File: src/rtl/dm_arb_pkg.sv
// Shared types and defaults for the data-memory arbiter.
package dm_arb_pkg;

  typedef enum logic [0:0] {
    ARB    = 1'b0,
    XBURST = 1'b1
  } state_e;

  // Requester IDs carried by the read-return owner register
  localparam logic REQ_C = 1'b0;
  localparam logic REQ_X = 1'b1;

  localparam int unsigned DEF_DMA_SIZE     = 16;
  localparam int unsigned DEF_DMD_SIZE     = 16;
  localparam int unsigned DEF_MAX_BURST    = 8;
  localparam int unsigned DEF_STARVE_LIMIT = 4;

endpackage

File: src/rtl/dm_arb_rdroute.sv
// Read-return pipeline: remembers who issued the read and steers dm_rdata back one cycle later.
module dm_arb_rdroute
  import dm_arb_pkg::*;
#(
  parameter int unsigned DMD_SIZE = DEF_DMD_SIZE
) (
  input  logic                clk,
  input  logic                reset,
  input  logic                rd_fire_i,
  input  logic                rd_owner_i,
  input  logic [DMD_SIZE-1:0] dm_rdata_i,
  output logic                c_rvalid_o,
  output logic                x_rvalid_o,
  output logic [DMD_SIZE-1:0] c_rdata_o,
  output logic [DMD_SIZE-1:0] x_rdata_o
);

  logic valid_q, valid_d;
  logic owner_q, owner_d;

  // Capture each granted read; owner holds when idle
  always_comb begin
    valid_d = rd_fire_i;
    owner_d = owner_q;
    if (rd_fire_i) owner_d = rd_owner_i;
  end

  // Owner/valid register; reset drops any read in flight
  always_ff @(posedge clk or posedge reset) begin
    if (reset) begin
      valid_q <= 1'b0;
      owner_q <= REQ_C;
    end else begin
      valid_q <= valid_d;
      owner_q <= owner_d;
    end
  end

  // Demux memory data to the owner; the other port reads zero
  always_comb begin
    c_rvalid_o = valid_q && (owner_q == REQ_C);
    x_rvalid_o = valid_q && (owner_q == REQ_X);
    c_rdata_o  = c_rvalid_o ? dm_rdata_i : '0;
    x_rdata_o  = x_rvalid_o ? dm_rdata_i : '0;
  end

endmodule

File: src/rtl/dm_arbiter.sv
// Data-memory port arbiter between the core (C) and an external/debug loader (X).
// Optional X anti-starvation is enabled by defining DM_ARB_FAIRNESS_EN.
module dm_arbiter
  import dm_arb_pkg::*;
#(
  parameter int unsigned DMA_SIZE     = DEF_DMA_SIZE,
  parameter int unsigned DMD_SIZE     = DEF_DMD_SIZE,
  parameter int unsigned MAX_BURST    = DEF_MAX_BURST,
  parameter int unsigned STARVE_LIMIT = DEF_STARVE_LIMIT
) (
  input  logic                clk,
  input  logic                reset,
  input  logic                c_req,
  input  logic                c_we,
  input  logic [DMA_SIZE-1:0] c_addr,
  input  logic [DMD_SIZE-1:0] c_wdata,
  input  logic                x_req,
  input  logic                x_we,
  input  logic [DMA_SIZE-1:0] x_addr,
  input  logic [DMD_SIZE-1:0] x_wdata,
  input  logic                x_lock,
  output logic                c_gnt,
  output logic                x_gnt,
  output logic                c_rvalid,
  output logic                x_rvalid,
  output logic [DMD_SIZE-1:0] c_rdata,
  output logic [DMD_SIZE-1:0] x_rdata,
  output logic                dm_en,
  output logic                dm_we,
  output logic [DMA_SIZE-1:0] dm_addr,
  output logic [DMD_SIZE-1:0] dm_wdata,
  input  logic [DMD_SIZE-1:0] dm_rdata
);

  localparam int unsigned BC_W = $clog2(MAX_BURST + 1);

  state_e              state_q, state_d;
  logic [BC_W-1:0]     burst_q, burst_d;
  logic                force_x;
  logic                dm_we_q, dm_we_d;
  logic [DMA_SIZE-1:0] dm_addr_q, dm_addr_d;
  logic [DMD_SIZE-1:0] dm_wdata_q, dm_wdata_d;

`ifdef DM_ARB_FAIRNESS_EN
  localparam int unsigned SC_W = $clog2(STARVE_LIMIT + 1);

  logic [SC_W-1:0] starve_q, starve_d;

  assign force_x = (starve_q == SC_W'(STARVE_LIMIT));

  // Count denied X cycles in ARB; any X grant clears, saturate at the limit
  always_comb begin
    starve_d = starve_q;
    if (x_gnt) begin
      starve_d = '0;
    end else if ((state_q == ARB) && x_req && (starve_q < SC_W'(STARVE_LIMIT))) begin
      starve_d = starve_q + SC_W'(1);
    end
  end

  // Starvation counter register
  always_ff @(posedge clk or posedge reset) begin
    if (reset) starve_q <= '0;
    else       starve_q <= starve_d;
  end
`else
  logic unused_starve;

  assign unused_starve = (STARVE_LIMIT == 0);
  assign force_x       = 1'b0;
`endif

  // Arbitration and burst FSM; grants are forced low while in reset
  always_comb begin
    state_d = state_q;
    burst_d = burst_q;
    c_gnt   = 1'b0;
    x_gnt   = 1'b0;
    case (state_q)
      ARB: begin
        if (x_req && (force_x || !c_req)) x_gnt = 1'b1;
        else if (c_req)                   c_gnt = 1'b1;
        if (x_gnt && x_lock && (MAX_BURST > 1)) begin
          state_d = XBURST;
          burst_d = BC_W'(1);
        end
      end
      XBURST: begin
        x_gnt = x_req;
        if (x_gnt) burst_d = burst_q + BC_W'(1);
        if (!x_lock || !x_req || (burst_d == BC_W'(MAX_BURST))) begin
          state_d = ARB;
          burst_d = '0;
        end
      end
      default: begin
        state_d = ARB;
        burst_d = '0;
      end
    endcase
    if (reset) begin
      c_gnt = 1'b0;
      x_gnt = 1'b0;
    end
  end

  // Memory command mux; without a grant the bus holds its last command
  always_comb begin
    dm_en      = c_gnt || x_gnt;
    dm_we_d    = dm_we_q;
    dm_addr_d  = dm_addr_q;
    dm_wdata_d = dm_wdata_q;
    if (x_gnt) begin
      dm_we_d    = x_we;
      dm_addr_d  = x_addr;
      dm_wdata_d = x_wdata;
    end else if (c_gnt) begin
      dm_we_d    = c_we;
      dm_addr_d  = c_addr;
      dm_wdata_d = c_wdata;
    end
    dm_we    = dm_we_d;
    dm_addr  = dm_addr_d;
    dm_wdata = dm_wdata_d;
  end

  // FSM, burst counter and held memory command
  always_ff @(posedge clk or posedge reset) begin
    if (reset) begin
      state_q    <= ARB;
      burst_q    <= '0;
      dm_we_q    <= 1'b0;
      dm_addr_q  <= '0;
      dm_wdata_q <= '0;
    end else begin
      state_q    <= state_d;
      burst_q    <= burst_d;
      dm_we_q    <= dm_we_d;
      dm_addr_q  <= dm_addr_d;
      dm_wdata_q <= dm_wdata_d;
    end
  end

  dm_arb_rdroute #(
    .DMD_SIZE (DMD_SIZE)
  ) u_rdroute (
    .clk        (clk),
    .reset      (reset),
    .rd_fire_i  (dm_en && !dm_we),
    .rd_owner_i (x_gnt ? REQ_X : REQ_C),
    .dm_rdata_i (dm_rdata),
    .c_rvalid_o (c_rvalid),
    .x_rvalid_o (x_rvalid),
    .c_rdata_o  (c_rdata),
    .x_rdata_o  (x_rdata)
  );

endmodule

File: config.mk
export PLATFORM = sky130hd
export DESIGN_NAME = dm_arbiter
export DESIGN_NICKNAME = d
export VERILOG_FILES = /design/src/rtl/dm_arb_pkg.sv /design/src/rtl/dm_arb_rdroute.sv /design/src/rtl/dm_arbiter.sv
export SDC_FILE = /design/constraint.sdc
export NUM_CORES = 1
export LEC_CHECK = 0
export BUFFER_PORTS_ARGS = -buffer_cell sky130_fd_sc_hd__clkbuf_2
export CORE_ASPECT_RATIO = 1.4
export CORE_MARGIN = 10
export CORE_UTILIZATION = 39
export DETAILED_ROUTE_END_ITERATION = 16
export PLACE_DENSITY = 0.77
export SKIP_CTS_REPAIR_TIMING = 1
export SYNTH_ARGS = -nofsm -noshare
export SYNTH_HDL_FRONTEND = slang
export SYNTH_HIERARCHICAL = 1
export SYNTH_SLANG_ARGS = --single-unit
File: constraint.sdc
create_clock -name clk -period 2.6 [get_ports clk]
set_clock_uncertainty 0.2 [all_clocks]
set_input_delay 0.52 -clock clk [delete_from_list [all_inputs] [get_ports clk]]
set_output_delay 0.52 -clock clk [all_outputs]
set_load 0.01 [all_outputs]
Word level (Yosys, flattened, before mapping)
Index checks and enable logic that the tools add are counted.
{"block": "word_totals", "register_bits": 40, "inputBits": 87, "out_inout_bits": 70, "wordCells": 49}
{"block": "op_classes", "addsub": 1, "n_eq_ne": 2, "n_mux": 25, "n_bitwise": 2, "n_reduce_logical": 12}
{"cell": "two-way mux 16 bit", "n": 6}
{"cell": "two-way mux 4 bit", "n": 4}
{"cell": "two-way mux 1 bit", "n": 12}
{"cell": "case mux 4 bit (2 select lines)", "n": 1}
{"cell": "logical AND 1 bit", "n": 5}
{"cell": "adder 4 x 1 -> 4 bit, second input constant", "n": 1}
{"cell": "equality test 4 bit, second input constant", "n": 1}
{"cell": "logical NOT 1 bit", "n": 4}
{"cell": "case mux 1 bit (2 select lines)", "n": 2}
{"cell": "logical OR 1 bit", "n": 3}
{"cell": "!= test 2 bit, second input constant", "n": 1}
{"cell": "inverter 1 bit", "n": 2}

Longest topological paths before layout
{"block": "depth", "word_depth": 9, "mapped_depth": 6}

By module
Netlist, hierarchy kept.
{"mod": "dm_arbiter", "instances": 1, "cells_per_inst": 144, "area_each_um2": 2109.5, "seq_area_each_um2": 950.9}
{"mod": "dm_arb_rdroute", "instances": 1, "cells_per_inst": 44, "area_each_um2": 361.6, "seq_area_each_um2": 50.0}

Least setup slack after synthesis
Ideal clock, no wire load.
{"block": "synth_path", "path_type": "input-to-output", "from": "in reset", "to": "out dm_addr[0]", "t_arrival_ns": 2.143, "path_slack_ns": -0.263, "path_stages": 4, "path_cell_list": "inv_1 > nand3_4 > buf_6 > mux2_4"}
{"block": "synth_between", "elab_chain_cells": 3, "word_cells_on_any_way": 4}
{"element": "start: declaration", "line_no": "dm_arbiter.sv:12", "text": "input logic reset,"}
{"element": "two-way mux 1 bit", "line_no": "dm_arbiter.sv:101", "text": "if (reset) begin"}
{"element": "two-way mux 16 bit", "line_no": "dm_arbiter.sv:117", "text": "end else if (c_gnt) begin"}
{"element": "two-way mux 16 bit (*)", "line_no": "dm_arbiter.sv:113", "text": "if (x_gnt) begin"}
{"element": "end: declaration", "line_no": "dm_arbiter.sv:30", "text": "output logic [DMA_SIZE-1:0] dm_addr,"}
Mark *: on every way between the ends. The rest lies on a longest branch, timed or not.

Worst setup path after layout
{"block": "layout_path", "from": "reg state_q", "to": "out dm_addr[7]"}
{"block": "layout_between", "elab_chain_cells": 4, "word_cells_on_any_way": 7}
{"element": "start: declaration", "line_no": "dm_arbiter.sv:37", "text": "state_e state_q, state_d;"}
{"element": "start signal: assignment", "line_no": "dm_arbiter.sv:136", "text": "state_q <= state_d;"}
{"element": "inverter 1 bit or two-way mux 1 bit (tied branches)"}
{"element": "case mux 1 bit (2 select lines) or two-way mux 1 bit (tied branches)", "line_no": "dm_arbiter.sv:79, dm_arbiter.sv:101"}
{"element": "two-way mux 1 bit or two-way mux 16 bit (tied branches)", "line_no": "dm_arbiter.sv:101, dm_arbiter.sv:117"}
{"element": "two-way mux 16 bit (*)", "line_no": "dm_arbiter.sv:113"}
Marked as above.

==> impl_metrics.json <==
{
  "outcome": "finished with violations",
  "violations": "negative setup slack",
  "clock_path_buffers": 2,
  "irDropWorstVdd_uv": 398,
  "syn_area_per_cell_um2": 13.1,
  "routedWlPerCell_um": 19.2,
  "synthesis.nets": 276,
  "setup_viol": 33,
  "synth_compound_area_share_pct": 2.48,
  "crit_fanout": 8,
  "slew_headroom_pct": 57.2,
  "yosys.area.top_type": "dfrtp_1",
  "wl_mm": 8.22,
  "place_congestion": 0.788,
  "start_kind": "flip-flop",
  "die_w_um": 87.3,
  "h-tree-depth": 2,
  "yosysWarnings": 6,
  "port_buffers": 156,
  "gr-total-overflow": 0,
  "drc": 0,
  "die_area_um2": 9970,
  "grt_max_degree": 39,
  "nFillCells": 498,
  "synth_xor_area_share_pct": 1.06,
  "postRouteAntennaNets": 0,
  "rsz0062_at_grt": "true",
  "crit_arrival_ps": 1980,
  "worstPathRequired_ps": 1880,
  "syn_inst": 188,
  "antenna_found_initial": 0,
  "synth-seq-cells": 40,
  "drive_gt1_share_pct": 72.8,
  "die_y_um": 114,
  "muxShareOfSynthArea_pct": 35.3,
  "avgViaCountPerCell": 5.07,
  "io-pin-count": 157,
  "rows": 34,
  "antenna_cells": 0,
  "maxCapViolCount": 0,
  "yosys.area_share.adder_pct": 0.506,
  "start_util_pct": 40.1,
  "drt-initial-drc-count": 72,
  "leakagePower_nw": 2.19,
  "gr-usage-all-layers_pct": 12.8,
  "synth_top_area_share_pct": 40.5,
  "utilization_pct": 62.4,
  "timing.fmax_mhz": 371,
  "ys_seq_area_share_pct": 40.5,
  "grt_first_pass_wirelength_mm": 10.6,
  "synth_top_family_by_area": "multiplexers",
  "synth_cell_type_count": 34,
  "place_ws_ps": 11.0,
  "yosys-top-cells-area": "dfrtp_1, mux2_4, mux2_1, and3b_2, mux2_2",
  "numCtsBuffers": 5,
  "worst_setup_path_end_kind": "output pin",
  "final_hold_viol_count": 0,
  "root_buffer": "clkbuf_8",
  "dr.pass1.iters": 4,
  "worstSkewPairLatency_ps": 280,
  "synth_simple_gate_area_share_pct": 14.7,
  "slew_violations": 0,
  "nets": 443,
  "dpl.hpwl_mm": 5.73,
  "hold_class": "input port to asynchronous set/reset pin",
  "period_share_pct": 104,
  "via_count": 2168,
  "power.density_nw_per_um2": 536,
  "core_um2": 6170,
  "first_global_vias": 2307,
  "tritoncts": "yes",
  "min_period_ps": 2700,
  "cts_sinks": 40,
  "worst_slew_pin_slew_ps": 642,
  "cts.clk_slew.worst_paths_ps": 70,
  "crit_type": "flip-flop to output pin",
  "area_growth_pct": 55.8,
  "fin_ws_ps": -98.4,
  "syn_area_um2": 2470
}
[state kept, by name, indices dropped and copies added (netlist names)]
| register | count |
|---|---|
| dm_wdata_q | 16 |
| dm_addr_q | 16 |
| burst_q | 4 |
| u_rdroute/valid_q | 1 |
| state_q | 1 |
| u_rdroute/owner_q | 1 |
| dm_we_q | 1 |
[synth_stat cells]
library cell,instances
xor2_1,2
o22ai_1,1
nand2_1,3
nand3_4,1
nand3b_1,1
nand2b_1,1
nor2b_1,1
ha_1,1
buf_2,5
o41ai_1,1
or2_2,1
nand3_1,1
mux2_1,29
or4_1,1
and3b_1,5
dfrtp_1,40
and2_1,1
mux2_2,9
nand4_1,2
inv_1,5
and3b_2,11
buf_6,7
xnor2_1,1
a21oi_1,2
clkbuf_2,2
o21ai_0,3
mux2_4,29
a31oi_1,1
o31ai_1,1
and3_1,16
nor3_1,1
mux2i_1,1
nor3b_4,1
o211ai_1,1
[placed cells by master, fill, tap and decap left out, drive strengths merged, types with 2 or more instances in the layout]
cell type and instances:
clkbuf 139, o21ai 3, inv 4, dfrtp 40, nand2 3, clkinvlp 2, nand4 2, mux2 67
a21oi 2, xor2 2, nand3 2, and3b 16, buf 42, and3 16
[per-stage QoR]
| step | total power, mW | hold slack [ps] | TNS (ps) | area (um2) | cells |
|---|---|---|---|---|---|
| finish | 2.06 | 52.7 | -2140 | 3850 | 428 |
| global route | 2.17 | 58.7 | -4110 | 3850 | 428 |
| CTS | 1.84 | 46.7 | -2590 | 3420 | 419 |
| detailed placement | 1.40 | 356 | 0 | 3320 | 411 |
| global placement | 1.38 | 334 | 0 | 3320 | 411 |
| floorplan | 1.16 | 61.2 | 0 | 2470 | 188 |
[report_power, final]
part	internal [mW]	switching [mW]	leakage (nW)
registers	0.723	0.0488	0.480
logic	0.535	0.320	1.67
clock network	0.216	0.218	0.0445
[critical path, stage by stage (launching register included)]
cell and delay (ps):
dfrtp_1 420, nor3b_4 190, buf_6 190, clkbuf_16 190, mux2_4 310, mux2_4 280
buf_6 120
[layout make-up]
cell class              count  area [um2]  share of cell area, %
inverters                   5        22.5                  0.585
flip-flops and latches     40        1000                   26.0
clock inverters             1        7.51                  0.195
well taps                  72        90.1                   2.34
repair buffers            174        1180                   30.7
clock buffers               7        86.3                   2.24
multi-input cells         129        1460                   38.0
[layer usage]
metal | track usage, % | share of wire, % | vias up
li1 | - | - | 1011
met1 | 12.8 | 35 | 1021
met2 | 21.7 | 50 | 126
met3 | 7.91 | 14 | 10
met4 | 3.52 | 1.5 | 0
met5 | 0 | 0 | -
[worst paths after layout]
path / from / to / slack, ps / cells after the start
worst min-delay path: reset / u_rdroute/owner_q$_DFFE_PP0P_ / 50 / 3
worst min register to register: burst_q[0]$_DFFE_PP0P_ / burst_q[0]$_DFFE_PP0P_ / 370 / 1
worst max register to register: state_q$_DFF_PP0_ / u_rdroute/owner_q$_DFFE_PP0P_ / 520 / 6
max in group asynchronous: reset / dm_addr_q[13]$_DFF_PP0_ / 1470 / 4
min in group clk: x_wdata[13] / dm_wdata_q[13]$_DFF_PP0_ / 270 / 2
worst max-delay path: state_q$_DFF_PP0_ / dm_addr[7] / -100 / 6
[cells by family (layout without fill, tap and decap cells)]
family                   count (synthesis)  in the layout
multiplexers                            68             68
AND/OR/NAND/NOR                         47             47
flip-flops                              40             40
buffers and inverters                   19            187
AO/OA/AOI/OAI                           10             10
XOR/XNOR                                 3              3
adder cells (fa/ha/maj)                  1              1
Power figures use the tool's default switching activity.
